File: src/rtl/usb_crc_pkg.sv
// usb_crc_pkg: shared USB CRC polynomials, presets, packet types and FSM states
package usb_crc_pkg;
    typedef enum logic [1:0] {IDLE, ACCUM, SEND} crc_state_t;
    localparam logic [4:0]  CRC5_POLY  = 5'b00101;
    localparam logic [15:0] CRC16_POLY = 16'h8005;
    localparam logic [4:0]  CRC5_INIT  = 5'h1F;
    localparam logic [15:0] CRC16_INIT = 16'hFFFF;
    localparam logic        PKT_TOKEN  = 1'b0;
    localparam logic        PKT_DATA   = 1'b1;
endpackage

File: src/rtl/usb_crc_lfsr.sv
// usb_crc_lfsr: one serial CRC step, MSB-out feedback, generic width and polynomial
module usb_crc_lfsr #(
    parameter int               WIDTH = 5,
    parameter logic [WIDTH-1:0] POLY  = '0
) (
    input  logic [WIDTH-1:0] crc,
    input  logic             d,
    output logic [WIDTH-1:0] next
);
    // shift left and fold in the polynomial when the incoming bit disagrees with the MSB
    always_comb next = {crc[WIDTH-2:0], 1'b0} ^ ((d ^ crc[WIDTH-1]) ? POLY : '0);
endmodule

File: src/rtl/usb_crc_tx.sv
// usb_crc_tx: accumulates CRC5/CRC16 over transmitted payload and shifts out the complemented remainder
module usb_crc_tx
    import usb_crc_pkg::*;
(
    input  logic clk,
    input  logic n_rst,
    input  logic crc_clear,
    input  logic shift_enable,
    input  logic d_orig,
    input  logic crc_enable,
    input  logic packet_type,
    input  logic crc_send,
    output logic crc_bit,
    output logic crc_active,
    output logic crc_done
);
    crc_state_t  state, state_d;
    logic [4:0]  c5, c5_d, c5_n;
    logic [15:0] c16, c16_d, c16_n;
    logic [3:0]  cnt, cnt_d;
    logic        type_q, type_d, done_q, done_d;

    usb_crc_lfsr #(.WIDTH(5),  .POLY(CRC5_POLY))  u_crc5  (.crc(c5),  .d(d_orig), .next(c5_n));
    usb_crc_lfsr #(.WIDTH(16), .POLY(CRC16_POLY)) u_crc16 (.crc(c16), .d(d_orig), .next(c16_n));

    assign crc_active = (state == SEND);
    assign crc_bit    = crc_active & ~(type_q ? c16[cnt] : c5[cnt[2:0]]);
    assign crc_done   = done_q;

    // next-state: clear dominates, accumulation freezes once emission starts
    always_comb begin
        state_d = state;
        c5_d    = c5;
        c16_d   = c16;
        cnt_d   = cnt;
        type_d  = type_q;
        done_d  = 1'b0;
        if (crc_clear) begin
            state_d = IDLE;
            c5_d    = CRC5_INIT;
            c16_d   = CRC16_INIT;
            cnt_d   = '0;
        end else if (state == SEND) begin
            if (shift_enable) begin
                if (cnt == 4'd0) begin
                    state_d = IDLE;
                    c5_d    = CRC5_INIT;
                    c16_d   = CRC16_INIT;
                    done_d  = 1'b1;
                end else begin
                    cnt_d = cnt - 4'd1;
                end
            end
        end else begin
            if (crc_enable && shift_enable) begin
                state_d = ACCUM;
                c5_d    = c5_n;
                c16_d   = c16_n;
            end
            if (crc_send) begin
                state_d = SEND;
                type_d  = packet_type;
                cnt_d   = (packet_type == PKT_DATA) ? 4'd15 : 4'd4;
            end
        end
    end

    // state and remainder registers with synchronous active-low reset
    always_ff @(posedge clk) begin
        if (!n_rst) begin
            state  <= IDLE;
            c5     <= CRC5_INIT;
            c16    <= CRC16_INIT;
            cnt    <= '0;
            type_q <= PKT_TOKEN;
            done_q <= 1'b0;
        end else begin
            state  <= state_d;
            c5     <= c5_d;
            c16    <= c16_d;
            cnt    <= cnt_d;
            type_q <= type_d;
            done_q <= done_d;
        end
    end
endmodule

File: config.mk
export PLATFORM = sky130hd
export DESIGN_NAME = usb_crc_tx
export DESIGN_NICKNAME = d
export VERILOG_FILES = /design/src/rtl/usb_crc_pkg.sv /design/src/rtl/usb_crc_lfsr.sv /design/src/rtl/usb_crc_tx.sv
export SDC_FILE = /design/constraint.sdc
export NUM_CORES = 1
export LEC_CHECK = 0
export ABC_AREA = 1
export CAP_MARGIN = 20
export CORE_UTILIZATION = 55
export CTS_CLUSTER_DIAMETER = 40
export DETAILED_ROUTE_END_ITERATION = 8
export GPL_TIMING_DRIVEN = 0
export PLACE_DENSITY = 0.75
export SYNTH_ARGS = -nofsm -noshare
export SYNTH_HDL_FRONTEND = slang
export SYNTH_SLANG_ARGS = --single-unit
File: constraint.sdc
create_clock -name clk -period 3.6 [get_ports clk]
set_input_delay 0.72 -clock clk [delete_from_list [all_inputs] [get_ports clk]]
set_output_delay 0.72 -clock clk [all_outputs]
set_load 0.05 [all_outputs]
==> summary.md, run 1 <==
| Metric | Value |
|---|---|
| Status | complete, but fails checks |
| Failing checks | DRC |
| Final Worst Setup Slack | ~0.57 ns |
| Commonest non-fill, non-tap cell in the layout | nand2_1 |
| Layout cells sized above 1 | 0.211 |
| TritonCTS Buffers | 5 |
| Initial antenna violation count | 0 |
| Max Buffers Root-to-Sink | 2 |
| CTS tree | done |
| Hold Violations, Final | 0 |
| Worst slew pin tran | 0.492 ns |
| Top FF cell, synth | dfxtp_1 |
| Seq/Total Area, Yosys | 0.353 |
| EDFF count, synth | 0 |
| Slew Limit Fails | 0 |
| Hold-fix buffers at CTS | 0 |
| Post-synth cell types | 30 |
| Die width | 56.7 um |
| Initial core utilization | 0.587 |
| Fillcell total | 257 |
| CP startpoint kind | register |
| Largest net degree at the start of global routing | 11 |
| Final Skew | 0.0116 ns |
| Tot GR Track Use | 0.251 |
| Setup CP Type | reg2out |
| GRT overflow | 0 |
| Syn Area/Cell | roughly 7.7 um^2 |
| Post-CTS sizing | 0 |
| Power density cells | 387 nW/um^2 |
| Final setup violating endpoints | 0 |
| Max Cap Viol | 0 |
| Clock root buffer | clkbuf_4 |
| Die area | 3220 um^2 |
| Io pins | 11 |
| First-pass GRT wire length | 6330 um |
| CP Max Fanout | 10 |
| Peak supply drop | roughly 0.00023 V |
| Worst Hold Class | reg2reg |
| Setup total negative slack | 0 ns |
| Worst-path clk slew | 0.09 ns |
| Final net count | 240 |
| Highest clock rate | roughly 330 MHz |
| Total Wirelength | 3550 um |
| Unrepaired setup endpoints after global routing | false |
| Crit path arrival time | 2.31 ns |
| Syn nets | 223 |
| Core area | 2810 um^2 |
| Worst Path Required | 2.88 ns |
| Diode count | 0 |
| DP Worst Slack | about 0.92 ns |
| Yosys warns | 0 |
| Final GP Congestion | 0.884 |
| Drt pass-1 iters | 6 |
| Slew headroom | 0.671 |
| Post-CTS setup repair buffer count | 0 |
| Tmin final | 3.03 ns |
| Post-synthesis cell area | 1650 um^2 |
| H-tree depth | 2 |
| Ys async rst share | 0 |
| Sink Count | 29 |
| Die height | around 57 um |
| Estimated wirelength of the detail-placed design | 2620 um |
| Final antenna-violating net count | 0 |
| Row count | 19 |
| DR WL/cell | 13.5 um |
| Vias per cell | 5.58 |
| Crit path capture type | output port |
| PortBufs | 10 |
| Number of global-route vias before repair | 1453 |
| Yosys reg bits | 29 |
| Leak pwr | slightly below 0.9 nW |
| Post-route DRC | 2 |
| Period Utilization, post-route | 0.843 |
| Most frequent cells in the layout | nand2_1, dfxtp_1, inv_1, nand3_1 |
| First-iteration detailed-routing DRC count | 70 |
| Synth-to-Final Area Change | 12.7% |
| Skew-Pair Late Insertion Delay | roughly 0.33 ns |
| Vias | ~1500 |
| Cells after synthesis | 214 |
==> cells by family after synthesis <==
group,Yosys count,share of synthesized area
simple gates,83,0.253
compound gates,60,0.255
buf+inv,40,0.126
flops,29,0.353
xor+xnor,1,0.00532
fa+ha+maj,1,0.00760
==> state kept, by name, summed over array words and instances (netlist names) <==
signal / cells
crc_done: 1
cnt: 4
type_q: 1
c5: 5
c16: 16
state: 2
==> cell usage after synthesis (2+ instances only) <==
cell | count | area (um^2)
nand2_1 | 46 | 173
dfxtp_1 | 29 | 581
inv_1 | 26 | 97.6
nand3_1 | 18 | 90.1
a21oi_1 | 14 | 70.1
o21ai_0 | 14 | 70.1
o211ai_2 | 10 | 125
o21ai_1 | 8 | 40.0
nor2_1 | 7 | 26.3
o21ai_2 | 7 | 61.3
buf_2 | 6 | 30.0
nand2_4 | 4 | 45.0
o211ai_1 | 4 | 30.0
inv_2 | 2 | 7.51
inv_8 | 2 | 22.5
nand3_2 | 2 | 20.0
or2_2 | 2 | 12.5
==> power breakdown <==
part	switching, mW	internal [mW]	total, mW
clock network	0.121	0.113	0.234
logic	0.0871	0.0539	0.141
registers	0.00932	0.334	0.343
==> metal layers <==
| metal | GRT usage | wire [um] |
|---|---|---|
| met4 | 0.0893 | 55 |
| met3 | 0.0553 | 162 |
| met5 | 0 | 0 |
| met2 | 0.412 | 1660 |
| met1 | 0.322 | 1670 |
==> worst max-delay path, cell delays in order, from the launching register on <==
cell,delay [ns]
dfxtp_1,0.35
inv_1,0.11
buf_2,0.22
nand2_1,0.07
nand3_1,0.08
nand3_1,0.08
nand3_1,0.08
nand2_1,0.05
a21oi_1,0.13
clkdlybuf4s50_1,0.82
==> metrics by stage <==
stage / utilization / area (um^2) / cells / total power [mW] / hold slack [ns]
2_1_floorplan: - / 1650 / 214 / 0.456 / 0.436
3_3_place_gp: 0.636 / 1790 / 255 / 0.486 / 0.463
3_5_place_dp: 0.636 / 1790 / 255 / 0.491 / 0.469
4_1_cts: 0.661 / 1860 / 263 / 0.718 / 0.483
5_1_grt: 0.661 / 1860 / 263 / 0.747 / 0.517
6_report: 0.661 / 1860 / 263 / 0.718 / 0.478
==> path summary, 6_finish.rpt <==
path                            start             endpoint  slack (ns)  depth (start not counted)
setup / recovery  cnt[0]$_SDFFE_PP0P_              crc_bit        0.57                          9
setup reg to reg  cnt[0]$_SDFFE_PP0P_  c16[6]$_SDFFE_PP1P_        1.78                         10
hold / removal    type_q$_SDFFE_PN0P_  type_q$_SDFFE_PN0P_        0.48                          2
hold reg to reg   type_q$_SDFFE_PN0P_  type_q$_SDFFE_PN0P_        0.48                          2
==> layout make-up <==
class,instances,area [um^2],area share
multi-input combinational,145,858,0.463
sequential,29,581,0.313
inverter,30,128,0.0688
timing repair buffer,10,100,0.0539
buffer,10,80.1,0.0432
clock buffer,7,65.1,0.0351
tap,31,38.8,0.0209
clock inverter,1,5.00,0.00270
No activity file was read; power rests on OpenSTA's default activity.
==> run 2: changes to the inputs <==
- clock period: 3.6 -> 2.8 ns (I/O delays scaled with it)
==> run 2 against run 1 <==
Against the previous run:
- the run still ends with DRC left
- global-route usage is essentially flat
- cell count unchanged
- critical path depth is 5 lower
- utilization about the same
- largest power group unchanged
==> summary.md, run 2 (synthesis results as in run 1) <==
| Metric | Value |
|---|---|
| Buf/Inv on CP | 3 |
| Skew-Pair Late Insertion Delay | 0.33 ns |
| Slowest-stage cell, CP | clkdlybuf4s50_1 |
| Post-CTS setup repair buffer count | 0 |
| Tmin final | 2.68 ns |
| CP Cell Sequence | nand2_4 > inv_8 > buf_2 > clkdlybuf4s50_1 |
| Max Buffers Root-to-Sink | 2 |
| Most flop-heavy register | c16 |
| Biggest regs | c16 x16, c5 x5, cnt x4 |
| Worst slew pin tran | 0.492 ns |
| Hold-fix buffers at CTS | 0 |
| Setup total negative slack | 0 ns |
| Vias per cell | between 5 and 6 |
| Hold Violations, Final | 0 |
| Worst Path Required | 2.24 ns |
| Most frequent cells in the layout | nand2_1, dfxtp_1, inv_1, nand3_1 |
| Power density cells | between 400 and 500 nW/um^2 |
| Final instance area | 1850 um^2 |
| Final Skew | 0.0116 ns |
| CTS tree | done |
| Number of global-route vias before repair | 1453 |
| Initial core utilization | 0.587 |
| Initial antenna violation count | 0 |
| Final GP Congestion | slightly below 0.9 |
| P_sw | ~0.28 mW |
| Total Wirelength | around 3500 um |
| Clock root buffer | clkbuf_4 |
| Combinational fraction of design power | 0.196 |
| Clock power frac | 0.326 |
| Period Utilization, post-route | 0.957 |
| Die width | 56.7 um |
| Critical Path Max Stage Delay | 0.86 ns |
| Peak supply drop | 0.000290 V |
| Estimated wirelength of the detail-placed design | 2620 um |
| Highest clock rate | 373 MHz |
| Crit path arrival time | 2.12 ns |
| First-iteration detailed-routing DRC count | 69 |
| Largest net degree at the start of global routing | 11 |
| Top delay family on crit path | buffers and inverters |
| Slew headroom | 0.671 |
| Vias | 1467 |
| PortBufs | 10 |
| Commonest non-fill, non-tap cell in the layout | nand2_1 |
| Leak pwr | 0.888 nW |
| Io pins | 11 |
| Drt pass-1 iters | 6 |
| Max Cap Viol | 0 |
| DP Area | 1790 um^2 |
| Flop pwr share | 0.478 |
| Synth-to-Final Area Change | 12.6% |
| Sink Count | 29 |
| GRT overflow | 0 |
| Switching share of power | 0.302 |
| Die height | about 57 um |
| CP startpoint kind | register |
| Core area | 2810 um^2 |
| H-tree depth | 2 |
| DR WL/cell | 13.5 um |
| Slew Limit Fails | 0 |
| Failing checks | DRC |
| Diode count | 0 |
| Final antenna-violating net count | 0 |
| Final setup violating endpoints | 0 |
| CP Max Fanout | 10 |
| Tot GR Track Use | 0.252 |
| Post-route DRC | 2 |
| Die area | 3220 um^2 |
| Row count | 19 |
| TritonCTS Buffers | 5 |
| First-pass GRT wire length | 6340 um |
| Unrepaired setup endpoints after global routing | false |
| Pint | 0.644 mW |
| Worst-path clk slew | roughly 0.09 ns |
| Crit path capture type | output port |
| Status | complete, but fails checks |
| Layout cells sized above 1 | 0.211 |
| Final net count | 240 |
| Worst Hold Class | reg2reg |
| Max FFs per register | 16 |
| Setup CP Type | reg2out |
-- run 2: tightest hold or removal path, cell delays in order (launching register included) --
cell,delay (ns)
dfxtp_1,0.34
inv_1,0.05
a21oi_1,0.05
-- run 2: worst paths after layout --
check / startpoint / end / slack [ns] / cells after the start
setup / recovery: state[1]$_SDFFE_PP0P_ / crc_active / 0.12 / 4
hold / removal: type_q$_SDFFE_PN0P_ / type_q$_SDFFE_PN0P_ / 0.48 / 2
setup reg to reg: cnt[0]$_SDFFE_PP0P_ / c16[6]$_SDFFE_PP1P_ / 0.98 / 10
hold reg to reg: type_q$_SDFFE_PN0P_ / type_q$_SDFFE_PN0P_ / 0.48 / 2
-- run 2: power by group through the flow --
stage / Sequential (mW) / Combinational, mW / Clock (mW)
6_report: 0.441 / 0.181 / 0.301
3_3_place_gp: 0.451 / 0.175 / 0
5_1_grt: 0.444 / 0.201 / 0.316
3_5_place_dp: 0.451 / 0.180 / 0
2_1_floorplan: 0.448 / 0.138 / 0
4_1_cts: 0.441 / 0.181 / 0.301
-- run 2: layer usage --
layer / up-vias / track usage / wire [um]
met2: 38 / 0.413 / 1660
met3: 6 / 0.0553 / 162
met1: 677 / 0.322 / 1670
met5: - / 0 / 0
met4: 0 / 0.0893 / 55
li1: 746 / - / -
-- run 2: through the flow --
step	setup WS (ns)	util	power, mW	hold WS [ns]	cells
floorplan	0.446	-	0.587	0.436	214
global placement	0.252	0.636	0.625	0.463	255
detailed placement	0.276	0.636	0.631	0.469	255
CTS	0.120	0.661	0.923	0.483	263
global route	0.00975	0.661	0.960	0.517	263
finish	0.121	0.661	0.923	0.478	263
-- run 2: repair_timing --
action	4_1_cts	5_1_grt
resized for setup	1	0
endpoints found under the hold margin	0	0
setup endpoints to repair	1	0
-- run 2: cell type report --
class,instances,area [um^2]
Fill cell,258,951
Multi-Input combinational cell,145,858
Sequential cell,29,581
Inverter,30,128
Timing Repair Buffer,10,98.8
Buffer,10,80.1
Clock buffer,7,65.1
Tap cell,31,38.8
Clock inverter,1,5.00
==> run 3: changes to the inputs <==
- GPL_TIMING_DRIVEN: 0 -> 1
==> run 3 against run 2 <==
Against the previous run:
- the flow still finishes with violations (DRC)
- fmax is 6.4% higher
- die area unchanged
- count of clock-buffer cells in the layout shrank 2
==> summary.md, run 3 (synthesis results as in run 1) <==
| Metric | Value |
|---|---|
| Io pins | 11 |
| Status | complete, but fails checks |
| GRT overflow | 0 |
| R2R depth | 8 |
| Min-delay src | type_q$_SDFFE_PN0P_ |
| Commonest non-fill, non-tap cell in the layout | nand2_1 |
| Max Cap Viol | 0 |
| Max Buffers Root-to-Sink | 2 |
| Failing checks | DRC |
| Final antenna-violating net count | 0 |
| Final net count | approximately 230 |
| Post-CTS sizing | 0 |
| Period Utilization, post-route | 0.899 |
| PortBufs | 10 |
| Post-CTS setup repair buffer count | 0 |
| Crit path arrival time | slightly below 2 ns |
| Layout cells sized above 1 | 0.193 |
| Sink Count | 29 |
| DR top layer | met4 |
| Tmin final | 2.52 ns |
| TritonCTS Buffers | 5 |
| Largest net degree at the start of global routing | 38 |
| Worst Hold Class | reg2reg |
| Final std cells w/o fill | 254 |
| CTS tree | done |
| Setup CP Type | reg2out |
| H-tree depth | 2 |
| CP startpoint kind | register |
| Final Skew | 0.00549 ns |
| Most flop-heavy register | c16 |
| First-pass GRT wire length | 5960 um |
| Drt pass-1 iters | 9 |
| DR WL/cell | 13.4 um |
| R2r endpoint | c16[2]$_SDFFE_PP1P_ |
| FF-to-FF setup slack | 0.74 ns |
| Skew-Pair Late Insertion Delay | roughly 0.35 ns |
| CP Max Fanout | 14 |
| Diode count | 0 |
| Max FFs per register | 16 |
| Tot GR Track Use | 0.247 |
| First-iteration detailed-routing DRC count | 60 |
| Worst r2r src | cnt[0]$_SDFFE_PP0P_ |
| Highest clock rate | 397 MHz |
| Met3 wire length | 140 um |
| Dpl cells | 246 |
| Final worst hold slack | 0.485 ns |
| Power density cells | 577 nW/um^2 |
| Worst-path clk slew | approximately 0.10 ns |
| Setup total negative slack | 0 ns |
| Estimated wirelength of the detail-placed design | between 2000 and 2500 um |
| Clock root buffer | clkbuf_4 |
| Peak supply drop | 0.000430 V |
| Leak pwr | 0.853 nW |
| Metal-1 WL | 1580 um |
| Number of global-route vias before repair | approximately 1300 |
| WL met2 | 1550 um |
| Vias | 1429 |
| Initial core utilization | 0.587 |
| Hold-fix buffers at CTS | 0 |
| Unrepaired setup endpoints after global routing | false |
| Worst slew pin tran | 0.497 ns |
| Crit path capture type | output port |
| Synth-to-Final Area Change | 10.3% |
| Biggest regs | c16 x16, c5 x5, cnt x4 |
| Row count | 19 |
| Final setup violating endpoints | 0 |
| Final GP Congestion | 0.905 |
| Core area | 2810 um^2 |
| Worst Path Required | between 2 and 2.5 ns |
| Total Wirelength | 3390 um |
| Die width | 56.7 um |
| Die area | 3220 um^2 |
| Vias per cell | approximately 5.6 |
| Die height | 56.7 um |
| Final Total Pwr | 1.05 mW |
| Post-route DRC | 2 |
| Hold Violations, Final | 0 |
| Most frequent cells in the layout | nand2_1, dfxtp_1, inv_1, nand3_1 |
| Hold endpoint | type_q$_SDFFE_PN0P_ |
| Slew Limit Fails | 0 |
| Slew headroom | 0.667 |
| Hold depth | 2 |
| Initial antenna violation count | 0 |
run 3: worst max-delay path by stage:
stage / start / end / slack, ns / cells past startpoint
final: cnt[0]$_SDFFE_PP0P_ / crc_bit / 0.28 / 9
after global routing: cnt[0]$_SDFFE_PP0P_ / crc_bit / 0.04 / 9
after CTS: cnt[0]$_SDFFE_PP0P_ / crc_bit / 0.27 / 9
after detailed placement: cnt[0]$_SDFFE_PP0P_ / crc_bit / 0.68 / 9
after global placement: cnt[0]$_SDFFE_PP0P_ / crc_bit / 0.72 / 9
after floorplan: state[1]$_SDFFE_PP0P_ / crc_bit / 0.45 / 5
run 3: where the power goes:
group,switching (mW),leakage [nW],internal [mW],total [mW]
clock,0.165,0.0552,0.276,0.441
combinational,0.103,0.560,0.0577,0.161
sequential,0.0157,0.237,0.429,0.445
run 3: final cells by class:
class                      count  area, um^2
tap                           31        38.8
clock inverter                 3        65.1
timing repair buffer          11         105
multi-input combinational    145         861
inverter                      30         128
clock buffer                   5        37.5
fill                         247         990
sequential                    29         581
run 3: worst max-delay path, stage by stage (launching register included):
cell	delay [ns]
dfxtp_1	0.57
inv_1	0.29
nand2_1	0.11
nand2_1	0.05
nand2_1	0.05
o211ai_1	0.08
nand2_1	0.06
nand2_1	0.04
a21oi_1	0.13
buf_4	0.22
run 3: per-layer routing:
metal	up-vias	track usage
li1	731	-
met1	646	0.317
met2	40	0.359
met3	12	0.0530
met4	0	0.189
met5	-	0
run 3: per-stage QoR:
| stage | area, um^2 | util | worst slack, ns |
|---|---|---|---|
| floorplan | 1650 | - | 0.446 |
| global placement | 1710 | 0.611 | 0.720 |
| detailed placement | 1710 | 0.611 | 0.683 |
| CTS | 1820 | 0.647 | 0.271 |
| global route | 1820 | 0.647 | 0.0367 |
| finish | 1820 | 0.647 | 0.282 |
